## config.mk

```make
export PLATFORM = sky130hd
export DESIGN_NAME = ccx_mem_arbiter_flat
export DESIGN_NICKNAME = d
export VERILOG_FILES = /design/src/rtl/ccx_mem_arbiter_if.sv /design/src/rtl/ccx_mem_arbiter.sv /design/src/flat_wrapper.sv
export SDC_FILE = /design/constraint.sdc
export NUM_CORES = 1
export LEC_CHECK = 0
export ABC_CLOCK_PERIOD_IN_PS = 3100
export CAP_MARGIN = 20
export CORE_AREA = 2 2 211 213
export DETAILED_ROUTE_END_ITERATION = 8
export DIE_AREA = 0 0 213 215
export DONT_BUFFER_PORTS = 1
export GPL_ROUTABILITY_DRIVEN = 1
export PLACE_DENSITY = 0.3
export SLEW_MARGIN = 20
export SYNTH_ARGS = -nofsm -noshare
export SYNTH_HDL_FRONTEND = slang
export SYNTH_SLANG_ARGS = --single-unit
export TNS_END_PERCENT = 20
```

## constraint.sdc

```tcl
create_clock -name g_clk -period 3.1 [get_ports g_clk]
set_clock_uncertainty 0.05 [all_clocks]
set_input_delay 0.465 -clock g_clk [delete_from_list [all_inputs] [get_ports g_clk]]
set_output_delay 0.465 -clock g_clk [all_outputs]
set_load 0.1 [all_outputs]
```

## src/rtl/ccx_mem_arbiter_if.sv

```systemverilog
// core_mem_bus: one memory request/response port shared by the core.
// REQ drives the request side and RSP drives the response side.
interface core_mem_bus #(
  parameter int AW = 39,
  parameter int DW = 64
);
  logic            req;
  logic            rtype;
  logic [AW-1:0]   addr;
  logic            wen;
  logic [DW/8-1:0] strb;
  logic [DW-1:0]   wdata;
  logic            gnt;
  logic            err;
  logic [DW-1:0]   rdata;

  modport REQ (
    output req, rtype, addr, wen, strb, wdata,
    input  gnt, err, rdata
  );

  modport RSP (
    input  req, rtype, addr, wen, strb, wdata,
    output gnt, err, rdata
  );
endinterface

```

## src/rtl/ccx_mem_arbiter.sv

```systemverilog
// ccx_mem_arbiter: round-robin 2:1 arbiter of imem/dmem onto one memory
// port, holding ownership until the owning transaction completes.
module ccx_mem_arbiter #(
  parameter int AW = 39,
  parameter int DW = 64
) (
  input  logic        g_clk,
  input  logic        g_resetn,
  core_mem_bus.RSP    imem,
  core_mem_bus.RSP    dmem,
  core_mem_bus.REQ    mem,
  output logic        busy
);

  typedef enum logic [1:0] {
    IDLE,
    OWN_I,
    OWN_D
  } state_t;

  state_t          state;
  state_t          state_nxt;
  logic            prio;
  logic            prio_nxt;
  logic            own_i;
  logic            own_d;
  logic            o_req;
  logic            o_wen;
  logic [AW-1:0]   o_addr;
  logic [DW/8-1:0] o_strb;
  logic [DW-1:0]   o_wdata;

  // Ownership is decided freshly in IDLE and locked otherwise.
  always_comb begin
    own_i = 1'b0;
    own_d = 1'b0;
    unique case (state)
      IDLE: begin
        if (g_resetn) begin
          if (imem.req && dmem.req) begin
            own_i = !prio;
            own_d = prio;
          end else begin
            own_i = imem.req;
            own_d = dmem.req;
          end
        end
      end
      OWN_I:   own_i = 1'b1;
      OWN_D:   own_d = 1'b1;
      default: ;
    endcase
  end

  always_comb begin
    o_req   = 1'b0;
    o_wen   = 1'b0;
    o_addr  = '0;
    o_strb  = '0;
    o_wdata = '0;
    unique case (1'b1)
      own_i: begin
        o_req   = imem.req;
        o_wen   = imem.wen;
        o_addr  = imem.addr;
        o_strb  = imem.strb;
        o_wdata = imem.wdata;
      end
      own_d: begin
        o_req   = dmem.req;
        o_wen   = dmem.wen;
        o_addr  = dmem.addr;
        o_strb  = dmem.strb;
        o_wdata = dmem.wdata;
      end
      default: ;
    endcase
  end

  assign mem.req   = o_req;
  assign mem.rtype = own_d;
  assign mem.addr  = o_addr;
  assign mem.wen   = o_wen;
  assign mem.strb  = o_strb;
  assign mem.wdata = o_wdata;

  assign imem.gnt   = own_i & mem.gnt;
  assign imem.err   = own_i & mem.err;
  assign imem.rdata = mem.rdata;
  assign dmem.gnt   = own_d & mem.gnt;
  assign dmem.err   = own_d & mem.err;
  assign dmem.rdata = mem.rdata;

  assign busy = (state != IDLE) || o_req;

  always_comb begin
    state_nxt = state;
    prio_nxt  = prio;
    if (own_i && mem.gnt) prio_nxt = 1'b1;
    if (own_d && mem.gnt) prio_nxt = 1'b0;
    unique case (state)
      IDLE: begin
        if (own_i && !mem.gnt)
          state_nxt = OWN_I;
        else if (own_d && !mem.gnt)
          state_nxt = OWN_D;
      end
      OWN_I, OWN_D: begin
        if (mem.gnt) state_nxt = IDLE;
      end
      default: state_nxt = IDLE;
    endcase
  end

  always_ff @(posedge g_clk or negedge g_resetn) begin
    if (!g_resetn) begin
      state <= IDLE;
      prio  <= 1'b0;
    end else begin
      state <= state_nxt;
      prio  <= prio_nxt;
    end
  end

endmodule

```

## src/flat_wrapper.sv

```systemverilog
// flat-port wrapper written by rule: the top's interface ports become plain ports
module ccx_mem_arbiter_flat 
#(
  parameter int AW = 39,
  parameter int DW = 64
)
  (g_clk, g_resetn, busy, imem_req, imem_rtype, imem_addr, imem_wen, imem_strb, imem_wdata, imem_gnt, imem_err, imem_rdata, dmem_req, dmem_rtype, dmem_addr, dmem_wen, dmem_strb, dmem_wdata, dmem_gnt, dmem_err, dmem_rdata, mem_req, mem_rtype, mem_addr, mem_wen, mem_strb, mem_wdata, mem_gnt, mem_err, mem_rdata);
  core_mem_bus #(.AW(AW), .DW(DW)) imem_i ();
  core_mem_bus #(.AW(AW), .DW(DW)) dmem_i ();
  core_mem_bus #(.AW(AW), .DW(DW)) mem_i ();
  input  logic g_clk;
  input  logic g_resetn;
  output logic busy;
  input wire logic [$bits(imem_i.req)-1:0] imem_req;
  input wire logic [$bits(imem_i.rtype)-1:0] imem_rtype;
  input wire logic [$bits(imem_i.addr)-1:0] imem_addr;
  input wire logic [$bits(imem_i.wen)-1:0] imem_wen;
  input wire logic [$bits(imem_i.strb)-1:0] imem_strb;
  input wire logic [$bits(imem_i.wdata)-1:0] imem_wdata;
  output wire logic [$bits(imem_i.gnt)-1:0] imem_gnt;
  output wire logic [$bits(imem_i.err)-1:0] imem_err;
  output wire logic [$bits(imem_i.rdata)-1:0] imem_rdata;
  input wire logic [$bits(dmem_i.req)-1:0] dmem_req;
  input wire logic [$bits(dmem_i.rtype)-1:0] dmem_rtype;
  input wire logic [$bits(dmem_i.addr)-1:0] dmem_addr;
  input wire logic [$bits(dmem_i.wen)-1:0] dmem_wen;
  input wire logic [$bits(dmem_i.strb)-1:0] dmem_strb;
  input wire logic [$bits(dmem_i.wdata)-1:0] dmem_wdata;
  output wire logic [$bits(dmem_i.gnt)-1:0] dmem_gnt;
  output wire logic [$bits(dmem_i.err)-1:0] dmem_err;
  output wire logic [$bits(dmem_i.rdata)-1:0] dmem_rdata;
  output wire logic [$bits(mem_i.req)-1:0] mem_req;
  output wire logic [$bits(mem_i.rtype)-1:0] mem_rtype;
  output wire logic [$bits(mem_i.addr)-1:0] mem_addr;
  output wire logic [$bits(mem_i.wen)-1:0] mem_wen;
  output wire logic [$bits(mem_i.strb)-1:0] mem_strb;
  output wire logic [$bits(mem_i.wdata)-1:0] mem_wdata;
  input wire logic [$bits(mem_i.gnt)-1:0] mem_gnt;
  input wire logic [$bits(mem_i.err)-1:0] mem_err;
  input wire logic [$bits(mem_i.rdata)-1:0] mem_rdata;
  assign imem_i.req = imem_req;
  assign imem_i.rtype = imem_rtype;
  assign imem_i.addr = imem_addr;
  assign imem_i.wen = imem_wen;
  assign imem_i.strb = imem_strb;
  assign imem_i.wdata = imem_wdata;
  assign imem_gnt = imem_i.gnt;
  assign imem_err = imem_i.err;
  assign imem_rdata = imem_i.rdata;
  assign dmem_i.req = dmem_req;
  assign dmem_i.rtype = dmem_rtype;
  assign dmem_i.addr = dmem_addr;
  assign dmem_i.wen = dmem_wen;
  assign dmem_i.strb = dmem_strb;
  assign dmem_i.wdata = dmem_wdata;
  assign dmem_gnt = dmem_i.gnt;
  assign dmem_err = dmem_i.err;
  assign dmem_rdata = dmem_i.rdata;
  assign mem_req = mem_i.req;
  assign mem_rtype = mem_i.rtype;
  assign mem_addr = mem_i.addr;
  assign mem_wen = mem_i.wen;
  assign mem_strb = mem_i.strb;
  assign mem_wdata = mem_i.wdata;
  assign mem_i.gnt = mem_gnt;
  assign mem_i.err = mem_err;
  assign mem_i.rdata = mem_rdata;
  ccx_mem_arbiter #(.AW(AW), .DW(DW)) u_core (.g_clk(g_clk), .g_resetn(g_resetn), .imem(imem_i), .dmem(dmem_i), .mem(mem_i), .busy(busy));
endmodule
```

## Word level (Yosys, flattened, before mapping)

Index checks and enable logic that the tools add are counted.

| storage, ports and cells | value |
|---|---|
| latch bits | 0 |
| bits in read-only memories | 0 |
| output and inout bits | 247 |
| RAM bits | 0 |
| input port bits | 296 |
| memories | 0 |
| word-level logic and storage cells | 40 |
| bits in registers | 3 |

| operators by class | value |
|---|---|
| $lt $le $gt $ge | 0 |
| equal/unequal tests | 4 |
| divide/modulo/power cells | 0 |
| $add $sub $neg | 0 |
| muxes and demuxes | 17 |
| shift-type cells | 0 |
| reduce and logical (&&, ||, !) cells | 13 |
| multiply operators | 0 |
| bitwise operators | 4 |

Operators with widths:

| operator | count |
|---|---|
| one-hot mux 64 bit (2 select lines) | 1 |
| one-hot mux 39 bit (2 select lines) | 1 |
| one-hot mux 8 bit (2 select lines) | 1 |
| one-hot mux 1 bit (2 select lines) | 4 |
| 2-to-1 mux 1 bit | 6 |
| 2-to-1 mux 2 bit | 3 |
| logical AND 1 bit | 5 |
| bitwise AND 1 bit | 4 |
| one-hot mux 2 bit (2 select lines) | 1 |
| nonzero test 2 bit | 2 |
| != test 3 x 1 -> 1 bit (second input constant) | 1 |
| == test 2 x 1 -> 1 bit (second input constant) | 1 |
| == test 2 bit (second input constant) | 1 |
| zero test 1 bit | 2 |
| zero test 2 bit | 1 |
| != test 2 bit (second input constant) | 1 |
| AND reduction 2 bit | 1 |
| OR reduction 2 bit | 1 |
| logical OR 1 bit | 1 |

## Depth between registers and ports, before layout

| logic depth | value |
|---|---|
| word-level depth | 8 |
| mapped depth | 9 |
| gate-level depth less buffers | 5 |

## Worst setup path after synthesis

No wires, ideal clock.

| timing | value |
|---|---|
| path kind | register to output |
| start point | reg u_core.state[1] |
| end point | out mem_wdata[41] |
| data required time | 2.585 ns |
| arrival time | 2.483 ns |
| stages on the path, launching flop included | 9 |
| setup slack | 0.102 ns |
| buffers on the path | 3 |
| cells stage by stage | dfrtp_1 -> inv_1 -> ha_1 -> buf_6 -> and2_4 -> a31o_1 -> buf_2 -> buf_2 -> a22o_1 |

| on the way | value |
|---|---|
| cells in the longest elaborated chain, start to end | 3 |
| elaborated cells between the ends (all ways) | 6 |
| those cells by class | eq/ne (2); mux (3); reduce/logical (1) |

RTL lines:

| what | RTL line | RTL |
|---|---|---|
| from (decl) | ccx_mem_arbiter.sv:21 | `state_t state;` |
| from (signal assigned) | ccx_mem_arbiter.sv:120 | `state <= state_nxt;` |
| == test 2 bit / zero test 2 bit (equally long branches) | ccx_mem_arbiter.sv:37 | `unique case (state)` |
| one-hot mux 1 bit (2 select lines) * | ccx_mem_arbiter.sv:37 |  |
| net mem_rtype | flat_wrapper.sv:33 | `output wire logic [$bits(mem_i.rtype)-1:0] mem_rtype;` |
| one-hot mux 64 bit (2 select lines) * | ccx_mem_arbiter.sv:61 | `unique case (1'b1)` |
| to (decl) | flat_wrapper.sv:37 | `output wire logic [$bits(mem_i.wdata)-1:0] mem_wdata;` |

Mark *: on every way through the listed nets, which the timed path passes. The rest lies on a longest branch.

## Worst setup path in the final report

| timing | value |
|---|---|
| start point | reg u_core.state[0] |
| end point | out mem_wdata[52] |

| on the way | value |
|---|---|
| cells in the longest elaborated chain, start to end | 3 |
| elaborated cells between the ends (all ways) | 6 |
| those cells by class | eq/ne (2); mux (3); reduce/logical (1) |

RTL lines:

| what | RTL line |
|---|---|
| == test 2 bit (tied with other cells) | ccx_mem_arbiter.sv:37 |
| one-hot mux 1 bit (2 select lines) | ccx_mem_arbiter.sv:37 |
| one-hot mux 64 bit (2 select lines) * | ccx_mem_arbiter.sv:61 |

Mark *: on every way between the ends. The rest lies on a longest branch, timed or not.

==> metrics.md <==
| Metric | Value |
|---|---|
| Cell with the biggest individual delay on the critical path | sky130_fd_sc_hd__dfrtp_1 |
| Post-synthesis instance area | 0.00245 mm2 |
| Total length of routed met3 wires | 1.65 mm |
| Net count, final | 579 |
| Maximum operating frequency | 345 MHz |
| Mean area per synthesized cell | 7.96 um2 |
| Register bit total from synthesis | 3 |
| Final worst slack | 0.203 ns |
| Area enclosed by the die boundary | 0.0458 mm2 |
| Max clock buf depth | 2 |
| Transition time of the tightest slew-check pin | 0.392 ns |
| Req. time, crit path | 2.58 ns |
| Drt pass-1 iters | 4 |
| RSZ-0062 raised after global routing | false |
| Total of endpoints with negative setup slack in the final report | 0 |
| Core Area | 0.0436 mm2 |
| Routed wire length on met2 | 6.59 mm |
| Top-level port count | 543 |
| R2r setup slk | 1.24 ns |
| Share of the yosys chip area belonging to registers | 0.0306 |
| Metal1 wirelength | 4.21 mm |
| Top Metal Used | met4 |
| Setup Total Neg Slack | 0 ns |
| Final HPWL from detailed placement | 11.4 mm |
| DR WL/cell | 15.1 um |
| Max Fanout on Critical Path | 57 |
| CP Data Arrival Time | 2.38 ns |
| Placement row count | 77 |
| Post-synthesis instance total | 308 |
| Source of the worst hold timing path | mem_gnt |
| Distinct cell type count of the synthesized netlist | 26 |
| Number of cells on the worst hold path | 1 |
| Antenna violations before repair | 0 |
| Crit-path max cell delay | 0.40 ns |
| CTS tree | built |
| Number of DRC markers after the initial detailed-route iteration | 69 |
| Cts-stage hold buffer count | 1 |
| Synth area leaders | sky130_fd_sc_hd__buf_4 (40%), sky130_fd_sc_hd__a22o_1 (40%), sky130_fd_sc_hd__buf_2 (3.7%), sky130_fd_sc_hd__dfrtp_1 (3.1%), sky130_fd_sc_hd__buf_6 (2.8%) |
| DR DRC count | 0 |
| Count of maximum capacitance violations | 0 |
| Min cycle time layout | 2.90 ns |
| Via density | 2.71 |
| Die Wd | 213 um |
| Cell Count Post-Placement | 866 |
| Critical Path Sink Type | output pin |
| GRT Util Overall | 0.0491 |
| Clock transition time at the flip-flop clock pins of the worst setup and hold paths | 0.03 ns |
| Hold worst-path end | u_core.prio |
| Syn nets | 607 |
| Post-CTS Setup Inserts | 0 |
| Overall overflow remaining after global route | 0 |
| Clock root buffer | sky130_fd_sc_hd__clkbuf_16 |
| Startpoint type of the worst setup path | register |
| Layout cell share with drive strength beyond 1 | 0.462 |
| Startpoint of the worst-slack reg-to-reg timing path | u_core.state[0] |
| Number of sinks on the clock net | 3 |
| Worst reg2reg path endpoint | u_core.prio |
| Number of standard cells in the final layout excluding fillers | 871 |
| Critical Path, Cell by Cell | inv_1 > ha_1 > and2_4 > a31o_4 > buf_12 > a22o_1 > buf_12 |
| Clock buffer count from CTS | 3 |
| Class of the tightest hold or removal check | in2reg |
| Run status | completed |
| Clock latency on the worst-skew pair | 0.22 ns |
| Cell accounting for the most synthesized area | sky130_fd_sc_hd__buf_4 |
| Yosys top cell area share | 0.401 |
| Final WL | 13.1 mm |
| Final Hold Vio Count | 0 |
| Number of warnings printed during yosys synthesis | 0 |
| Antenna Nets Post-Route | 0 |
| Total via count in the routed design | 2362 |
| Port bufs | 0 |
| Worst Path Class, Setup | reg2out |
| Depth of the worst register-to-register path | 6 |
| Max-Slew Margin vs Limit | 0.739 |
| Number of global-route vias before repair | 2290 |
| Pin count of the biggest net entering global routing | 64 |
| Post-cts gate resize count | 0 |
| Most frequent cell on the critical path | sky130_fd_sc_hd__buf_12 |
| Filler instances | 4978 |
| Minimum setup slack after placement | 0.448 ns |
| P&R area growth vs syn | 73.6% |
| Die span in y | 215 um |
| H-Tree Level Count | 1 |
| Portion of the clock cycle consumed by the worst path in the final layout | 0.935 |
| Global-route wire length before repair | 15.8 mm |
| Routability Congestion | 0.657 |
| # diodes | 0 |
| Pins over their slew limit | 0 |
| Starting utilization of the core area | 0.0562 |
## worst max-delay path, delay by kind of cell (launching register included)
| family | cells | cell delay (ns) |
|---|---|---|
| buf+inv | 3 | 0.62 |
| compound gates | 2 | 0.50 |
| fa+ha+maj | 1 | 0.32 |
| flops | 1 | 0.40 |
| simple gates | 1 | 0.23 |
## metal layers
metal / GRT usage / vias to the layer above
met2: 0.0936 / 291
met5: 0 / -
met3: 0.0191 / 67
met4: 0.0277 / 0
met1: 0.0432 / 1039
li1: - / 965
## through the flow
stage,utilization,hold WS [ns],cell area (um2)
after floorplan,-,0.119,2450
after global placement,0.0955,0.120,4170
after detailed placement,0.0955,0.120,4170
after CTS,0.0976,0.276,4260
after global routing,0.0976,0.277,4260
final,0.0976,0.278,4260
## area by class of cell
type,count,area [um2],area share
repair buffers,123,2110,0.497
multi-input cells,147,1240,0.292
well taps,592,741,0.174
clock buffers,4,78.8,0.0185
flip-flops and latches,3,75.1,0.0176
inverters,2,7.51,0.00176
## cells in the mapped netlist
cell,instances
sky130_fd_sc_hd__buf_4,131
sky130_fd_sc_hd__a22o_1,112
sky130_fd_sc_hd__buf_2,18
sky130_fd_sc_hd__buf_6,6
sky130_fd_sc_hd__o21ai_0,5
sky130_fd_sc_hd__and2_1,4
sky130_fd_sc_hd__nand2_1,4
sky130_fd_sc_hd__a21oi_1,3
sky130_fd_sc_hd__dfrtp_1,3
sky130_fd_sc_hd__ha_1,3
sky130_fd_sc_hd__and3b_1,2
sky130_fd_sc_hd__inv_1,2
sky130_fd_sc_hd__nand3_1,2
sky130_fd_sc_hd__a21boi_1,1
sky130_fd_sc_hd__a21o_1,1
sky130_fd_sc_hd__a221oi_1,1
sky130_fd_sc_hd__a222oi_1,1
sky130_fd_sc_hd__a31o_1,1
sky130_fd_sc_hd__a31o_2,1
sky130_fd_sc_hd__and2_4,1
sky130_fd_sc_hd__and4b_1,1
sky130_fd_sc_hd__clkbuf_1,1
sky130_fd_sc_hd__nand2b_1,1
sky130_fd_sc_hd__nor2b_1,1
sky130_fd_sc_hd__o21a_1,1
sky130_fd_sc_hd__o32ai_1,1
## cell families after synthesis
| group | after synthesis | synth area share |
|---|---|---|
| adders and majority gates | 3 | 0.0153 |
| DFF | 3 | 0.0306 |
| and+or+nand+nor | 16 | 0.0403 |
| AOI/OAI and AO/OA | 128 | 0.444 |
| buffers and inverters | 158 | 0.470 |
## sequential cells by signal, indices dropped and copies added, names as in the netlist
name / flops
u_core.prio: 1
u_core.state: 2
## worst max path at each step
stage,from,to,slack (ns),depth (start not counted)
5_1_grt,u_core.state[0],mem_wdata[52],0.07,7
2_1_floorplan,u_core.state[1],mem_wdata[41],0.10,8
3_3_place_gp,u_core.state[0],mem_wdata[52],0.45,7
4_1_cts,u_core.state[0],mem_wdata[52],0.19,7
3_5_place_dp,u_core.state[0],mem_wdata[52],0.45,7
6_report,u_core.state[0],mem_wdata[52],0.20,7
## layout by cell type, fill, tap and decap left out, drive strengths merged
master	synthesis	final
a22o	112	112
buf	155	122
inv	2	2
a21boi	1	1
dfrtp	3	3
nand2b	1	1
a21o	1	1
and4b	1	1
a222oi	1	1
o21ai	5	5
nand3	2	2
a221oi	1	1
a21oi	3	3
nor2b	1	1
ha	3	3
a31o	2	2
and3b	2	2
dlygate4sd3	0	1
and2	5	5
o21a	1	1
clkbuf	1	4
nand2	4	4
o32ai	1	1
Power is left out: the tool's default activity adds up to more than one toggle a clock period on the data nets, which glitch-free logic cannot reach.
